## src/rtl/seg7_run_ctrl_pkg.sv

```systemverilog
// Shared definitions for the 8-digit display sequencer: FSM state codes,
// step-mode codes, display word geometry and the step result payload.
package seg7_run_ctrl_pkg;

    localparam int unsigned NIB_W   = 4;
    localparam int unsigned NUM_DIG = 8;
    localparam int unsigned DIG_W   = NIB_W * NUM_DIG;
    localparam int unsigned ROT_W   = 3;

    typedef enum logic [1:0] {
        ST_IDLE  = 2'd0,
        ST_RUN   = 2'd1,
        ST_PAUSE = 2'd2
    } state_e;

    localparam logic MODE_BCD = 1'b0;
    localparam logic MODE_ROT = 1'b1;

    // Result of one display step: new word plus carry out of the top digit.
    typedef struct packed {
        logic             carry;
        logic [DIG_W-1:0] dig;
    } step_t;

endpackage

```

## src/rtl/seg7_run_ctrl_debounce.sv

```systemverilog
// Push-button conditioner: 2-flop synchronizer, stability counter and a
// one-cycle press pulse on each accepted 1->0 transition.
//   iCLK, iRST_N : clock, async active-low reset
//   iKEY_N       : raw active-low key, asynchronous to iCLK
//   oLEVEL       : accepted (debounced) key level, 1 = released
//   oPRESS       : one-cycle pulse when the accepted level falls
module seg7_key_debounce #(
    parameter int unsigned DEB_CYC = 1_000_000
) (
    input  logic iCLK,
    input  logic iRST_N,
    input  logic iKEY_N,
    output logic oLEVEL,
    output logic oPRESS
);

    localparam int unsigned CNT_W = (DEB_CYC > 1) ? $clog2(DEB_CYC) : 1;
    localparam logic [CNT_W-1:0] CNT_MAX = CNT_W'(DEB_CYC - 1);

    logic             sync1_q, sync2_q;
    logic [CNT_W-1:0] cnt_q, cnt_d;
    logic             level_q, level_d;
    logic             press_q, press_d;

    // Synchronizer idles at the released level.
    always_ff @(posedge iCLK or negedge iRST_N) begin
        if (!iRST_N) begin
            sync1_q <= 1'b1;
            sync2_q <= 1'b1;
        end else begin
            sync1_q <= iKEY_N;
            sync2_q <= sync1_q;
        end
    end

    // Count consecutive samples that disagree with the accepted level.
    always_comb begin
        cnt_d   = cnt_q;
        level_d = level_q;
        press_d = 1'b0;
        if (sync2_q == level_q) begin
            cnt_d = '0;
        end else if (cnt_q == CNT_MAX) begin
            cnt_d   = '0;
            level_d = sync2_q;
            press_d = ~sync2_q;
        end else begin
            cnt_d = cnt_q + CNT_W'(1);
        end
    end

    always_ff @(posedge iCLK or negedge iRST_N) begin
        if (!iRST_N) begin
            cnt_q   <= '0;
            level_q <= 1'b1;
            press_q <= 1'b0;
        end else begin
            cnt_q   <= cnt_d;
            level_q <= level_d;
            press_q <= press_d;
        end
    end

    assign oLEVEL = level_q;
    assign oPRESS = press_q;

endmodule

```

## src/rtl/seg7_run_ctrl.sv

```systemverilog
// Display-word sequencer for SEG7_LUT_8: BCD up-counter or digit marquee,
// stepped by an internal prescaler, paused/resumed by a debounced key and
// preloadable by the host through a valid/ready handshake.
//   iCLK, iRST_N          : clock, async active-low reset
//   iKEY_PAUSE            : raw active-low run/pause button
//   iSTART, iCLR, iMODE   : start pulse, sync clear, step mode (0 BCD, 1 rotate)
//   iLOAD_VALID/DATA      : preload request and word
//   oLOAD_READY           : preload accepted this cycle (combinational)
//   oDIG                  : display word, nibble 7 = HEX7
//   oRUNNING              : state is RUN
//   oTICK, oWRAP          : step pulse, rollover/full-rotation pulse
module seg7_run_ctrl
    import seg7_run_ctrl_pkg::*;
#(
    parameter int unsigned TICK_DIV = 50_000_000,
    parameter int unsigned DEB_CYC  = 1_000_000
) (
    input  logic             iCLK,
    input  logic             iRST_N,
    input  logic             iKEY_PAUSE,
    input  logic             iSTART,
    input  logic             iCLR,
    input  logic             iMODE,
    input  logic             iLOAD_VALID,
    input  logic [DIG_W-1:0] iLOAD_DATA,
    output logic             oLOAD_READY,
    output logic [DIG_W-1:0] oDIG,
    output logic             oRUNNING,
    output logic             oTICK,
    output logic             oWRAP
);

    localparam int unsigned PRE_W = (TICK_DIV > 1) ? $clog2(TICK_DIV) : 1;
    localparam logic [PRE_W-1:0] PRE_MAX = PRE_W'(TICK_DIV - 1);

    state_e           state_q, state_d;
    logic [DIG_W-1:0] dig_q, dig_d;
    logic [PRE_W-1:0] pre_q, pre_d;
    logic [ROT_W-1:0] rot_q, rot_d;
    logic             mode_q, mode_d;
    logic             tick_q, tick_d;
    logic             wrap_q, wrap_d;

    logic             key_level, key_press;
    logic             press_evt, tick_evt, load_evt;
    logic [ROT_W-1:0] rot_base;
    step_t            bcd_step;

    seg7_key_debounce #(
        .DEB_CYC (DEB_CYC)
    ) u_key (
        .iCLK   (iCLK),
        .iRST_N (iRST_N),
        .iKEY_N (iKEY_PAUSE),
        .oLEVEL (key_level),
        .oPRESS (key_press)
    );

    // Ripple +1 from nibble 0; nibbles >= 9 (incl. A-F) roll to 0 and carry.
    function automatic step_t bcd_inc(input logic [DIG_W-1:0] d);
        step_t            r;
        logic             c;
        logic [NIB_W-1:0] n;
        c     = 1'b1;
        r.dig = d;
        for (int i = 0; i < NUM_DIG; i++) begin
            n = d[i*NIB_W +: NIB_W];
            if (c) begin
                if (n >= NIB_W'(9)) begin
                    n = '0;
                end else begin
                    n = n + NIB_W'(1);
                    c = 1'b0;
                end
            end
            r.dig[i*NIB_W +: NIB_W] = n;
        end
        r.carry = c;
        return r;
    endfunction

    assign oLOAD_READY = (state_q != ST_RUN) && !iCLR;
    assign oRUNNING    = (state_q == ST_RUN);

    // Press pulse is only meaningful once the accepted level has settled low.
    assign press_evt = key_press && !key_level;
    assign tick_evt  = (state_q == ST_RUN) && (pre_q == PRE_MAX);
    assign load_evt  = oLOAD_READY && iLOAD_VALID;
    // A mode change seen on a tick restarts the rotation count.
    assign rot_base  = (iMODE != mode_q) ? '0 : rot_q;
    assign bcd_step  = bcd_inc(dig_q);

    // Next-state: clear > load > press > tick.
    always_comb begin
        state_d = state_q;
        dig_d   = dig_q;
        pre_d   = pre_q;
        rot_d   = rot_q;
        mode_d  = mode_q;
        tick_d  = 1'b0;
        wrap_d  = 1'b0;
        if (iCLR) begin
            state_d = ST_IDLE;
            dig_d   = '0;
            pre_d   = '0;
            rot_d   = '0;
        end else if (load_evt) begin
            dig_d = iLOAD_DATA;
            pre_d = '0;
            rot_d = '0;
            if ((state_q == ST_PAUSE && press_evt) || (state_q == ST_IDLE && iSTART)) begin
                state_d = ST_RUN;
            end
        end else begin
            if (state_q == ST_RUN) begin
                pre_d = tick_evt ? '0 : pre_q + PRE_W'(1);
            end
            if (tick_evt) begin
                tick_d = 1'b1;
                mode_d = iMODE;
                if (iMODE == MODE_ROT) begin
                    dig_d  = {dig_q[DIG_W-NIB_W-1:0], dig_q[DIG_W-1 -: NIB_W]};
                    rot_d  = rot_base + ROT_W'(1);
                    wrap_d = (rot_base == '1);
                end else begin
                    dig_d  = bcd_step.dig;
                    rot_d  = rot_base;
                    wrap_d = bcd_step.carry;
                end
            end
            case (state_q)
                ST_IDLE:  if (iSTART)    state_d = ST_RUN;
                ST_RUN:   if (press_evt) state_d = ST_PAUSE;
                ST_PAUSE: if (press_evt) state_d = ST_RUN;
                default:                 state_d = ST_IDLE;
            endcase
        end
    end

    always_ff @(posedge iCLK or negedge iRST_N) begin
        if (!iRST_N) begin
            state_q <= ST_IDLE;
            dig_q   <= '0;
            pre_q   <= '0;
            rot_q   <= '0;
            mode_q  <= MODE_BCD;
            tick_q  <= 1'b0;
            wrap_q  <= 1'b0;
        end else begin
            state_q <= state_d;
            dig_q   <= dig_d;
            pre_q   <= pre_d;
            rot_q   <= rot_d;
            mode_q  <= mode_d;
            tick_q  <= tick_d;
            wrap_q  <= wrap_d;
        end
    end

    assign oDIG  = dig_q;
    assign oTICK = tick_q;
    assign oWRAP = wrap_q;

endmodule

```

## config.mk

```make
export PLATFORM = sky130hd
export DESIGN_NAME = seg7_run_ctrl
export DESIGN_NICKNAME = d
export VERILOG_FILES = /design/src/rtl/seg7_run_ctrl_pkg.sv /design/src/rtl/seg7_run_ctrl_debounce.sv /design/src/rtl/seg7_run_ctrl.sv
export SDC_FILE = /design/constraint.sdc
export NUM_CORES = 1
export LEC_CHECK = 0
export ABC_AREA = 1
export BUFFER_PORTS_ARGS = -buffer_cell sky130_fd_sc_hd__buf_2
export CORE_ASPECT_RATIO = 1.75
export CORE_MARGIN = 2
export CORE_UTILIZATION = 59
export DETAILED_ROUTE_END_ITERATION = 12
export PLACE_DENSITY_LB_ADDON = 0.05
export SYNTH_ARGS = -nofsm -noshare
export SYNTH_HDL_FRONTEND = slang
export SYNTH_SLANG_ARGS = --single-unit
```

## constraint.sdc

```tcl
create_clock -name iCLK -period 1.9 [get_ports iCLK]
set_input_delay 0.095 -clock iCLK [delete_from_list [all_inputs] [get_ports iCLK]]
set_output_delay 0.095 -clock iCLK [all_outputs]
set_load 0.02 [all_outputs]
```

== Word-level counts from Yosys, hierarchy flattened ==
Index checks and enable logic that the tools add are counted.

* Flip-flop bits (word level): 90
* Output and inout port bits: 36
* Word-level logic and storage cells: 144

* $add $sub $neg: 11
* Magnitude comparators: 8
* Equality and inequality tests: 12
* Muxes and demuxes: 61
* Bitwise logic cells: 4
* Reduce and logical (&&, ||, !) cells: 29

{| class="wikitable"
|+ Operators with widths
! cell !! count
|-
| 2-to-1 mux 32 bit || 4
|-
| 2-to-1 mux 26 bit || 4
|-
| 2-to-1 mux 4 bit || 15
|-
| 2-to-1 mux 20 bit || 2
|-
| adder 4 x 1 -> 4 bit, second input constant || 8
|-
| greater-or-equal comparator 4 bit, second input constant || 8
|-
| nonzero test 4 bit || 7
|-
| adder 26 x 1 -> 26 bit, second input constant || 1
|-
| == test 26 bit, second input constant || 1
|-
| 2-to-1 mux 1 bit || 24
|-
| adder 20 x 1 -> 20 bit, second input constant || 1
|-
| == test 20 bit, second input constant || 1
|-
| AND reduction 2 bit || 8
|-
| 2-to-1 mux 3 bit || 5
|-
| 2-to-1 mux 2 bit || 6
|-
| != test 4 bit, second input constant || 2
|-
| logical AND 1 bit || 6
|-
| case mux 2 bit (3 select lines) || 1
|-
| nonzero test 3 bit || 2
|-
| != test 4 x 2 -> 1 bit, second input constant || 1
|-
| NOT 1 bit || 4
|-
| AND reduction 4 bit || 1
|-
| adder 3 x 1 -> 3 bit, second input constant || 1
|-
| == test 3 bit, second input constant || 1
|-
| 10 further kinds || 11
|}

== Longest topological paths before layout ==
Gate-level depths: netlist (run 1).

* Depth in word-level cells: 13
* Gate-level depth with buffers: 13
* Depth with buffers taken out: 13

== Modules after synthesis ==
From an unflattened synthesis (run 1), not the netlist that was laid out.

* Cell total of the unflattened synthesis: 812
* Area total of the unflattened synthesis: 5,923.2 um^2

{| class="wikitable"
|+ Modules (own cells, without submodules)
! module !! times used !! cells each !! area each (um^2) !! seq. area each (um^2)
|-
| seg7_run_ctrl || 1 || 644 || 4,550.6 || 1,651.6
|-
| seg7_key_debounce || 1 || 168 || 1,372.6 || 604.3
|}

== Worst setup path before layout (run 1) ==
No wires, ideal clock.

* Path kind: reg2reg
* Start: register dig_q[0], in the netlist oDIG[0]
* End: register dig_q[30], in the netlist oDIG[30]
* Setup time: 0.118 ns
* Arrival time: 1.736 ns
* Setup slack: 0.047 ns
* Stages on the path, launching flop included: 13
* Buffers on the path: 0
* Period minus slack after synthesis: 1.853 ns
* Cells stage by stage: dfrtp_1 -> inv_1 -> ha_1 -> nand2_1 -> nand2_1 -> nor2_2 -> nand3_1 -> nor2_1 -> nand3_1 -> nand2_2 -> nand2_1 -> nand2_1 -> nand2_1

* Longest elaborated chain between the ends: 10

{| class="wikitable"
|+ Ends and longest elaborated chain
! element !! line !! text
|-
| from (decl) || seg7_run_ctrl.sv:37 || <nowiki>logic [DIG_W-1:0] dig_q, dig_d;</nowiki>
|-
| from (signal assigned) || seg7_run_ctrl.sv:151 || <nowiki>dig_q <= dig_d;</nowiki>
|-
| greater-or-equal comparator 4 bit || seg7_run_ctrl.sv:69 || <nowiki>if (n >= NIB_W'(9)) begin</nowiki>
|-
| 2-to-1 mux 1 bit || seg7_run_ctrl.sv:69 ||
|-
| 2-to-1 mux 1 bit (6 in series) || seg7_run_ctrl.sv:68 || <nowiki>if (c) begin</nowiki>
|-
| nonzero test 4 bit (no line) || - ||
|-
| AND reduction 2 bit (no line) || - ||
|}

Every way passes these cells.
A chain may end at the register's enable or synchronous reset.

== Final worst setup path (run 1) ==
* Start: register dig_q[0], in the netlist oDIG[0]
* End: register dig_q[28], in the netlist oDIG[28]

The elaborated chain is that of the path after synthesis.

==> summary.txt, run 1 <==
Power and ir drop
  • Total power: roughly 6.6 mW
  • Power density cells: 931 nW/um2
  • Maximum vdd drop: roughly 0.00065 V
  • Pleak: approximately 3.5 nW

Worst setup path
  • Worst r2r src: oDIG[0]$_DFFE_PN0P_
  • Worst R2R Setup Slack: about 5.5 ps
  • WP data required: 2180 ps
  • CP Class: flop to flop
  • Slowest cell on crit path: dfrtp_1
  • Crit path launch type: flop
  • Worst reg-to-reg path cell count: 12
  • CP arrival: roughly 2200 ps
  • Worst Setup End Kind: flop
  • Reg-to-Reg End: oDIG[28]$_DFFE_PN0P_
  • Worst Setup SP: oDIG[0]$_DFFE_PN0P_
  • Worst-path fanout max: 4
  • End of the critical path: oDIG[28]$_DFFE_PN0P_
  • Slowest Stage Delay on Critical Path: approximately 400 ps
  • Crit path cell chain: inv_1, ha_1, nand2_1, nand2_1, nor2_2, nand3_2, nor2_4, nand3_2, nand2_2, buf_4, nand3_1, nand2_1
  • CP dominant cell by count: nand2_1

Placement
  • Placed cell area: 6440 um2
  • Placer congestion estimate: roughly 0.93
  • Dpl hpwl: 11.0 mm
  • DP Worst Slack: 13.6 ps
  • Port Buffers: 74

Detailed routing
  • Met2 WL post-DR: between 8 and 9 mm
  • Via count: 5679
  • Final Routed Wirelength: 15.8 mm
  • Routed len/inst: approximately 15 um
  • DRC: 0
  • Met3 WL: between 600 and 700 um
  • Final ANT Viol Nets: 0
  • Post-Route M1 WL: slightly above 6 mm
  • DR top layer: met4
  • DRT Pass-1 Iters: 8
  • Initial DRC count: around 340
  • Vias per cell: 5.47

Logic synthesis
  • Flops & latches, synth: 90
  • Avg Inst Size Synth: between 7 and 8 um2
  • Simple-gate share of the synthesized area: 0.325
  • Post-synthesis compound-gate area fraction: 0.0958
  • Adder-Cell Fraction of Synth Area: 0.0613
  • Mapped Area: 5720 um2
  • Yosys Warn Count: 0
  • Number of distinct library cells after synthesis: 38
  • Syn_nets: between 800 and 900
  • Cells after Synth: between 700 and 800
  • Combinational family with the most area after synthesis: simple AND/OR/NAND/NOR gates
  • Post-synthesis mux area share: 0
  • Sequential cell area fraction in the yosys report: 0.395
  • XOR/XNOR share of the synthesized area: 0.0460

Die
  • Die height: about 130 um
  • Number of placed I/O pins: 75
  • Die area: about 11000 um2
  • Initial Util: 0.604
  • Core Box Area: 9470 um2
  • Rows: between 40 and 50
  • Die X: ~78 um

Global route
  • Vias in the first global route: ~5400
  • Initial antenna violation count: 0
  • Tot GR Track Use: 0.292
  • Global-route wire length before repair: between 20 and 25 mm
  • Largest net degree at the start of global routing: 66
  • GRT overflow: 0

Clock tree
  • Clk buf depth: 2
  • Clk sinks: 90
  • TritonCTS clock tree: yes
  • Htree depth: 3
  • Reg clk slew, reported paths: 60 ps
  • Root buffer cell: clkbuf_16
  • Worst-skew pair later-pin latency: 340 ps
  • CTS Buf Count: 9

Timing
  • Period utilisation layout: 0.997
  • Worst-margin pin slew: roughly 500 ps
  • Finish-stage setup viols: 0
  • Slew HR: 0.668
  • Slew Limit Fails: 0
  • Clock Skew: roughly 4.2 ps
  • Maximum clock frequency: roughly 530 MHz
  • Fin worst setup slack: about 5.5 ps
  • Sum Neg Setup Slack: 0 ps
  • Min Tclk post-route: 1890 ps
  • Final Hold Viols: 0

Worst hold path
  • Hold depth: 3
  • Hold Crit Class: input port to flop
  • HP Start: iLOAD_DATA[26]

Final layout
  • Layout Utilization: 0.748
  • Most frequent cells in the layout: nand2_1, nor2_1, dfrtp_1
  • Design area: about 7000 um2
  • Most common cell after layout, fill and taps aside: nand2_1
  • Area Overhead vs Synth: 23.9%
  • Fraction of layout cells with a size suffix above 1: 0.214
  • Fin nets: between 900 and 1000
  • ANT cells: 0

Run
  • Max-cap violations: 0

Status
  • Status: finished clean
==> stage by stage <==
stage	cells	hold slack, ps
final	1039	64.9
after floorplan	792	-201
after detailed placement	1005	92.6
after CTS	1026	65.3
after global placement	1005	85.9
after global routing	1039	108
==> layout make-up <==
| type | count | area [um2] |
|---|---|---|
| multi-input combinational | 592 | 3190 |
| fill | 756 | 2390 |
| sequential | 90 | 2260 |
| timing repair buffer | 126 | 836 |
| inverter | 93 | 352 |
| clock buffer | 11 | 243 |
| tap | 122 | 153 |
| clock inverter | 5 | 53.8 |
==> critical path, delay by kind of cell (launching register included) <==
kind | cells | cell delay (ps)
simple gates | 9 | 990
flops | 1 | 410
fa+ha+maj | 1 | 220
buf+inv | 2 | 230
==> worst min path at each step <==
stage,endpoint,slack (ps)
floorplan,mode_q$_DFFE_PN0P_,-200
global placement,u_key.cnt_q[11]$_DFF_PN0_,90
detailed placement,u_key.cnt_q[11]$_DFF_PN0_,90
CTS,oDIG[26]$_DFFE_PN0P_,70
global route,oDIG[1]$_DFFE_PN0P_,110
finish,oDIG[26]$_DFFE_PN0P_,60
==> cell usage after synthesis, drive strengths merged <==
master	instances	share of area
xnor2	5	0.0077
a211oi	1	0.0013
nor2	118	0.081
o22ai	8	0.0088
buf	11	0.012
o211ai	3	0.0039
nand3b	1	0.0020
nand3	49	0.044
ha	28	0.061
dfstp	3	0.014
o21a	2	0.0026
xor2	25	0.038
a31oi	18	0.020
nand4	14	0.015
nor3	26	0.024
or2	1	0.0011
nand2	221	0.15
nor3b	4	0.0061
o211a	1	0.0018
a31o	3	0.0046
nor4	3	0.0033
inv	93	0.061
o21ai	42	0.037
dfrtp	87	0.38
clkbuf	7	0.0046
a21oi	18	0.016
==> flip-flops by register name (all words and copies together) (netlist names) <==
register,count
pre_q,26
state_q,2
oWRAP,1
oDIG,32
mode_q,1
u_key.sync2_q,1
u_key.oLEVEL,1
u_key.oPRESS,1
u_key.sync1_q,1
oTICK,1
rot_q,3
u_key.cnt_q,20
==> what timing repair did <==
action	4_1_cts	5_1_grt
hold buffers	2	0
cloned	0	3
pin swaps	2	13
hold endpoints to repair	33	0
endpoints found under the setup margin	5	44
resized for setup	2	40
buffers inserted	3	10
==> metal layers <==
layer	up-vias	track usage
met4	0	0.118
li1	2789	-
met2	170	0.549
met3	40	0.0404
met5	-	0
met1	2680	0.324
==> where the power goes <==
part | total [mW] | switching [mW] | internal, mW | leakage [nW]
clock network | 1.81 | 0.758 | 1.05 | 0.149
logic | 2.34 | 1.46 | 0.878 | 2.15
registers | 2.44 | 0.305 | 2.14 | 1.22
total | 6.59 | 2.53 | 4.07 | 3.52
==> cells by family (layout without fill, tap and decap cells) <==
logic type | count (synthesis) | after routing
AND/OR/NAND/NOR | 437 | 438
buffers and inverters | 111 | 235
AO/OA/AOI/OAI | 96 | 96
flip-flops | 90 | 90
XOR/XNOR | 30 | 30
adder cells (fa/ha/maj) | 28 | 28
No activity file was read; power rests on OpenSTA's default activity.
==> run 2: changes to the inputs <==
CORE_UTILIZATION = 53   (was 59)
clock period = 1.7 ns   (was 1.9 ns; I/O delays follow)
==> run 2 against run 1 <==
Net effect: the run now ends with setup timing left; worst hold slack got worse by 12 ps; via count grew 6.1%; sequential power grew 8.6%; sequential share of layout area decreased by 3.4 points; die area grew 11%; critical path type unchanged.
==> summary.txt, run 2 (same netlist as run 1, synthesis figures left out) <==
Worst setup path
  • Worst-path fanout max: 5 (was 4)
  • Crit path launch type: flop (unchanged)
  • WP data required: 1930 ps (was 2180 ps)
  • Worst Setup End Kind: flop (unchanged)
  • CP Class: flop to flop (unchanged)
  • CP arrival: 2000 ps (was 2180 ps)
  • Worst R2R Setup Slack: -70 ps (was 5 ps)

Clock tree
  • Root buffer cell: clkbuf_16 (unchanged)
  • Worst-skew pair later-pin latency: 350 ps (was 340 ps)
  • Clk buf depth: 2 (unchanged)
  • Reg clk slew, reported paths: 70 ps (was 60 ps)
  • Clk sinks: 90 (unchanged)
  • TritonCTS clock tree: yes (unchanged)
  • CTS Buf Count: 9 (unchanged)
  • Htree depth: 3 (unchanged)

Placement
  • Placed cells: 1067 (was 1005)
  • DP Worst Slack: -83.3 ps (was 13.6 ps)
  • Dpl hpwl: 12.0 mm (was 11.0 mm)
  • Placed cell area: 6870 um2 (was 6440 um2)
  • Placer congestion estimate: 0.968 (was 0.931)
  • Port Buffers: 74 (unchanged)

Timing
  • Clock Skew: 7.91 ps (was 4.22 ps)
  • Finish-stage setup viols: 35 (was 0)
  • Maximum clock frequency: 565 MHz (was 528 MHz)
  • Slew HR: 0.621 (was 0.668)
  • Period utilisation layout: 1.04 (was 0.997)
  • Slew Limit Fails: 0 (unchanged)
  • RSZ-0062 raised after global routing: true
  • Worst-margin pin slew: 568 ps (was 498 ps)
  • Worst hold margin: 52.8 ps (was 64.9 ps)
  • Fin worst setup slack: -71.2 ps (was 5.48 ps)
  • Min Tclk post-route: 1770 ps (was 1890 ps)
  • Final Hold Viols: 0 (unchanged)

Power and ir drop
  • Pleak: 3.90 nW (was 3.52 nW)
  • Power density cells: 991 nW/um2 (was 931 nW/um2)
  • Maximum vdd drop: 0.000824 V (was 0.000651 V)

Global route
  • Largest net degree at the start of global routing: 41 (was 66)
  • Initial antenna violation count: 0 (unchanged)
  • Met1 Use GR: 0.318 (was 0.324)
  • Layer with the highest usage: met2 (unchanged)
  • GRT overflow: 0 (unchanged)
  • Vias in the first global route: 5896 (was 5449)
  • Met3 usage: 0.0420 (was 0.0404)
  • Met2 usage: 0.514 (was 0.549)
  • Tot GR Track Use: 0.285 (was 0.292)
  • Global-route wire length before repair: 26.1 mm (was 24.6 mm)

Die
  • Rows: 50 (was 47)
  • Die X: 82.5 um (was 78.4 um)
  • Number of placed I/O pins: 75 (unchanged)
  • Die area: 11700 um2 (was 10500 um2)
  • Initial Util: 0.538 (was 0.604)
  • Core Box Area: 10600 um2 (was 9470 um2)
  • Die height: 141 um (was 134 um)

Detailed routing
  • DRC: 0 (unchanged)
  • Via count: 6027 (was 5679)
  • DRT Pass-1 Iters: 5 (was 8)
  • Vias per cell: 5.42 (was 5.47)
  • Final Routed Wirelength: 17.1 mm (was 15.8 mm)
  • Initial DRC count: 286 (was 341)
  • Routed len/inst: 15.4 um (was 15.2 um)
  • Final ANT Viol Nets: 0 (unchanged)

Final layout
  • Non-filler cells, final: 1113 (was 1039)
  • Design area: 7970 um2 (was 7080 um2)
  • Layout Utilization: 0.750 (was 0.748)
  • Most frequent cells in the layout: nand2_1, buf_4, nor2_1 (was nand2_1, nor2_1, dfrtp_1)
  • Fin nets: 1045 (was 979)
  • ANT cells: 0 (unchanged)
  • Area Overhead vs Synth: 39.4% (was 23.9%)
  • Fraction of layout cells with a size suffix above 1: 0.347 (was 0.214)
  • Most common cell after layout, fill and taps aside: nand2_1 (unchanged)
  • Largest register FFs: 32 (unchanged)

Worst hold path
  • Hold Crit Class: input port to flop (unchanged)

Status
  • Status: finished, violations left (was finished clean)
  • Failing checks: setup timing

Run
  • Max-cap violations: 0 (unchanged)
-- run 2: cell types whose count changed in the layout (fill, tap and decap cells not counted), sizes merged --
| cell | change |
|---|---|
| buf | +68 |
| clkbuf | -2 |
| inv | +1 |
| nand2 | -1 |
-- run 2: cell type report --
cell class              count  area, um2
well taps                 130        163
fillers                   813       2660
repair buffers            193       1340
inverters                  93        357
multi-input cells         591       3550
clock buffers              10        229
flip-flops and latches     90       2270
clock inverters             6       66.3
-- run 2: final timing paths --
check	to	cells after the start	start
max in group asynchronous	state_q[0]$_DFFE_PN0P_	3	iRST_N
worst min-delay path	oDIG[3]$_DFFE_PN0P_	3	iLOAD_DATA[3]
worst min register to register	u_key.sync2_q$_DFF_PN1_	0	u_key.sync1_q$_DFF_PN1_
min in group asynchronous	oDIG[27]$_DFFE_PN0P_	2	iRST_N
worst max register to register	oDIG[28]$_DFFE_PN0P_	10	oDIG[8]$_DFFE_PN0P_
worst max-delay path	oDIG[28]$_DFFE_PN0P_	10	oDIG[8]$_DFFE_PN0P_
-- run 2: per-stage QoR --
step                      setup TNS, ps  power (mW)
after floorplan                       0        4.31
final                              -872        7.90
after CTS                          -181        7.53
after global placement             -815        5.37
after detailed placement          -1110        5.43
after global routing              -5790        8.36
-- run 2: worst max-delay path: stages, from the launching register on --
cell and delay, ps:
dfrtp_2 420, inv_1 80, ha_1 230, a21oi_4 210, nand3_2 130, nor2_4 130, nand3_2 100, nand2_4 130
nand2_4 80, nand2_2 60, nand2_1 70
-- run 2: repair_timing --
action / CTS / global route
hold buffers: 2 / 0
pin swaps: 8 / 42
hold endpoints to repair: 34 / 0
endpoints found under the setup margin: 33 / 81
cloned: 0 / 1
setup buffers: 5 / 22
gates resized for setup: 27 / 123
-- run 2: per-layer routing --
metal  routed length [um]  share of wire  vias to the layer above
li1                     -              -                     2912
met1                 6600           0.39                     2907
met2                 9310           0.54                      155
met3                  545          0.032                       53
met4                  656          0.038                        0
met5                    0              0                        -
-- run 2: power by group --
| group | switching (mW) | internal [mW] |
|---|---|---|
| Clock | 0.889 | 1.15 |
| Combinational | 1.91 | 1.30 |
| Sequential | 0.254 | 2.40 |
==> run 3: changes to the inputs <==
CELL_PAD_IN_SITES_DETAIL_PLACEMENT = 0   (was unset)
CELL_PAD_IN_SITES_GLOBAL_PLACEMENT = 1   (was unset)
CORE_UTILIZATION = 38   (was 53)
==> run 3 against run 2 <==
Net effect: largest cell class unchanged; the flow still finishes with violations (setup timing); sequential cell count did not move; sequential power fell by 2%; routed wire length rose by 0.59%; critical endpoint unchanged; largest power group unchanged.
==> summary.txt, run 3 (same netlist as run 1, synthesis figures left out) <==
Timing
  • Clock Skew: 9.05 ps (was 7.91 ps)
  • Slew Limit Fails: 0 (unchanged)
  • Finish-stage setup viols: 26 (was 35)
  • Min Tclk post-route: 1760 ps (was 1770 ps)
  • Fin worst setup slack: -62.4 ps (was -71.2 ps)
  • Sum Neg Setup Slack: -702 ps (was -872 ps)
  • Slew HR: 0.701 (was 0.621)
  • Maximum clock frequency: 567 MHz (was 565 MHz)
  • RSZ-0062 raised after global routing: true (unchanged)
  • Final Hold Viols: 0 (unchanged)
  • Period utilisation layout: 1.04 (about the same)
  • Worst-margin pin slew: 448 ps (was 568 ps)

Die
  • Core Box Area: 14800 um2 (was 10600 um2)
  • Die X: 96.7 um (was 82.5 um)
  • Die area: 16100 um2 (was 11700 um2)
  • Number of placed I/O pins: 75 (unchanged)
  • Rows: 59 (was 50)
  • Die height: 166 um (was 141 um)
  • Initial Util: 0.387 (was 0.538)

Detailed routing
  • DRT Pass-1 Iters: 4 (was 5)
  • Final Routed Wirelength: 17.2 mm (was 17.1 mm)
  • DRC: 0 (unchanged)
  • Routed len/inst: 14.9 um (was 15.4 um)
  • Via count: 5787 (was 6027)
  • Initial DRC count: 200 (was 286)
  • Final ANT Viol Nets: 0 (unchanged)
  • Vias per cell: 5.00 (was 5.42)

Clock tree
  • TritonCTS clock tree: yes (unchanged)
  • Clk buf depth: 2 (unchanged)
  • Root buffer cell: clkbuf_16 (unchanged)
  • Reg clk slew, reported paths: 60 ps (was 70 ps)
  • Clk sinks: 90 (unchanged)
  • CTS Buf Count: 9 (unchanged)
  • Htree depth: 3 (unchanged)
  • Worst-skew pair later-pin latency: 340 ps (was 350 ps)

Final layout
  • Fillers: 1457 (was 813)
  • Design area: 7900 um2 (was 7970 um2)
  • Most common cell after layout, fill and taps aside: nand2_1 (unchanged)
  • Area Overhead vs Synth: 38.1% (was 39.4%)
  • Fraction of layout cells with a size suffix above 1: 0.320 (was 0.347)
  • ANT cells: 0 (unchanged)
  • Fin nets: 1037 (was 1045)
  • Largest register FFs: 32 (unchanged)
  • Most frequent cells in the layout: nand2_1, buf_4, nor2_1 (unchanged)

Status
  • Status: finished, violations left (unchanged)
  • Failing checks: setup timing (unchanged)

Placement
  • Dpl hpwl: 12.7 mm (was 12.0 mm)
  • Placed cell area: 6970 um2 (was 6870 um2)
  • DP Worst Slack: -215 ps (was -83.3 ps)
  • Port Buffers: 74 (unchanged)
  • Placer congestion estimate: 0.839 (was 0.968)

Power and ir drop
  • Maximum vdd drop: 0.000541 V (was 0.000824 V)
  • Power density cells: 994 nW/um2 (was 991 nW/um2)
  • Pleak: 3.85 nW (was 3.90 nW)

Run
  • Max-cap violations: 0 (unchanged)

Global route
  • Initial antenna violation count: 0 (unchanged)
  • GRT overflow: 0 (unchanged)
  • Largest net degree at the start of global routing: 79 (was 41)
  • Vias in the first global route: 5896 (unchanged)
  • Global-route wire length before repair: 28.0 mm (was 26.1 mm)
  • Tot GR Track Use: 0.211 (was 0.285)

Worst setup path
  • CP arrival: 1990 ps (was 2000 ps)
  • Crit path launch type: flop (unchanged)
  • Worst-path fanout max: 5 (unchanged)
  • Worst Setup End Kind: flop (unchanged)
  • CP Class: flop to flop (unchanged)
  • WP data required: 1930 ps (about the same)

Worst hold path
  • Hold Crit Class: input port to flop (unchanged)
[run 3: changes by cell type in the layout (fill, tap and decap cells not counted), moves of 3 or more]
cell | before | now
nand3_2 | 7 | 11
nor2_4 | 19 | 13
ha_1 | 22 | 25
nand2_2 | 22 | 18
nand2_1 | 188 | 196
nor2_1 | 85 | 92
nand3_1 | 41 | 38
buf_4 | 110 | 98
[run 3: worst paths after layout]
check | cells past startpoint | endpoint | slack, ps | from
min in group asynchronous | 2 | u_key.cnt_q[11]$_DFF_PN0_ | 130 | iRST_N
setup / recovery | 13 | oDIG[28]$_DFFE_PN0P_ | -60 | oDIG[1]$_DFFE_PN0P_
setup reg to reg | 13 | oDIG[28]$_DFFE_PN0P_ | -60 | oDIG[1]$_DFFE_PN0P_
max in group asynchronous | 3 | oDIG[13]$_DFFE_PN0P_ | 870 | iRST_N
hold / removal | 3 | oDIG[2]$_DFFE_PN0P_ | 70 | iLOAD_DATA[2]
hold reg to reg | 0 | u_key.sync2_q$_DFF_PN1_ | 370 | u_key.sync1_q$_DFF_PN1_
[run 3: repair_timing]
item | 4_1_cts | 5_1_grt
buffers inserted | 5 | 12
pin swaps | 7 | 19
endpoints found under the hold margin | 89 | 0
gates resized for setup | 25 | 85
endpoints found under the setup margin | 63 | 80
cloned | 1 | 2
hold buffers | 2 | 0
[run 3: cell type report]
cell class              instances  area (um2)  area share
multi-input cells             592        3420       0.433
flip-flops and latches         90        2270       0.287
repair buffers                184        1310       0.166
inverters                      93         359      0.0455
clock buffers                  12         236      0.0299
well taps                     183         229      0.0290
clock inverters                 4        76.3     0.00967
[run 3: metrics by stage]
step                      hold WS, ps   util  power (mW)  std cells
after floorplan                  -211      -        4.31        792
after global placement          -56.7  0.472        5.46       1120
after detailed placement        -54.8  0.472        5.50       1120
after CTS                        71.3  0.504        7.77       1144
after global routing             89.6  0.535        8.34       1158
final                            70.6  0.535        7.85       1158
[run 3: per-layer routing]
layer	track usage	vias to the layer above	wire length, um
met2	0.416	91	9650
met3	0.0253	23	415
met1	0.232	2762	6830
li1	-	2911	-
met5	0	-	0
met4	0.0618	0	317
[run 3: report_power, final]
group,total (mW),internal [mW],switching [mW]
logic,3.06,1.22,1.84
registers,2.61,2.40,0.214
clock network,2.17,1.30,0.879
[run 3: critical path: stages, from the launching register on]
cell,delay [ps]
dfrtp_2,420
inv_2,90
ha_4,120
nor2_1,40
nand2_1,70
nand2_2,90
nor2_4,150
nand3_2,140
nor2_4,130
nand3_2,90
nand2_2,120
nand2_2,80
nand2_1,70
nand2_1,50
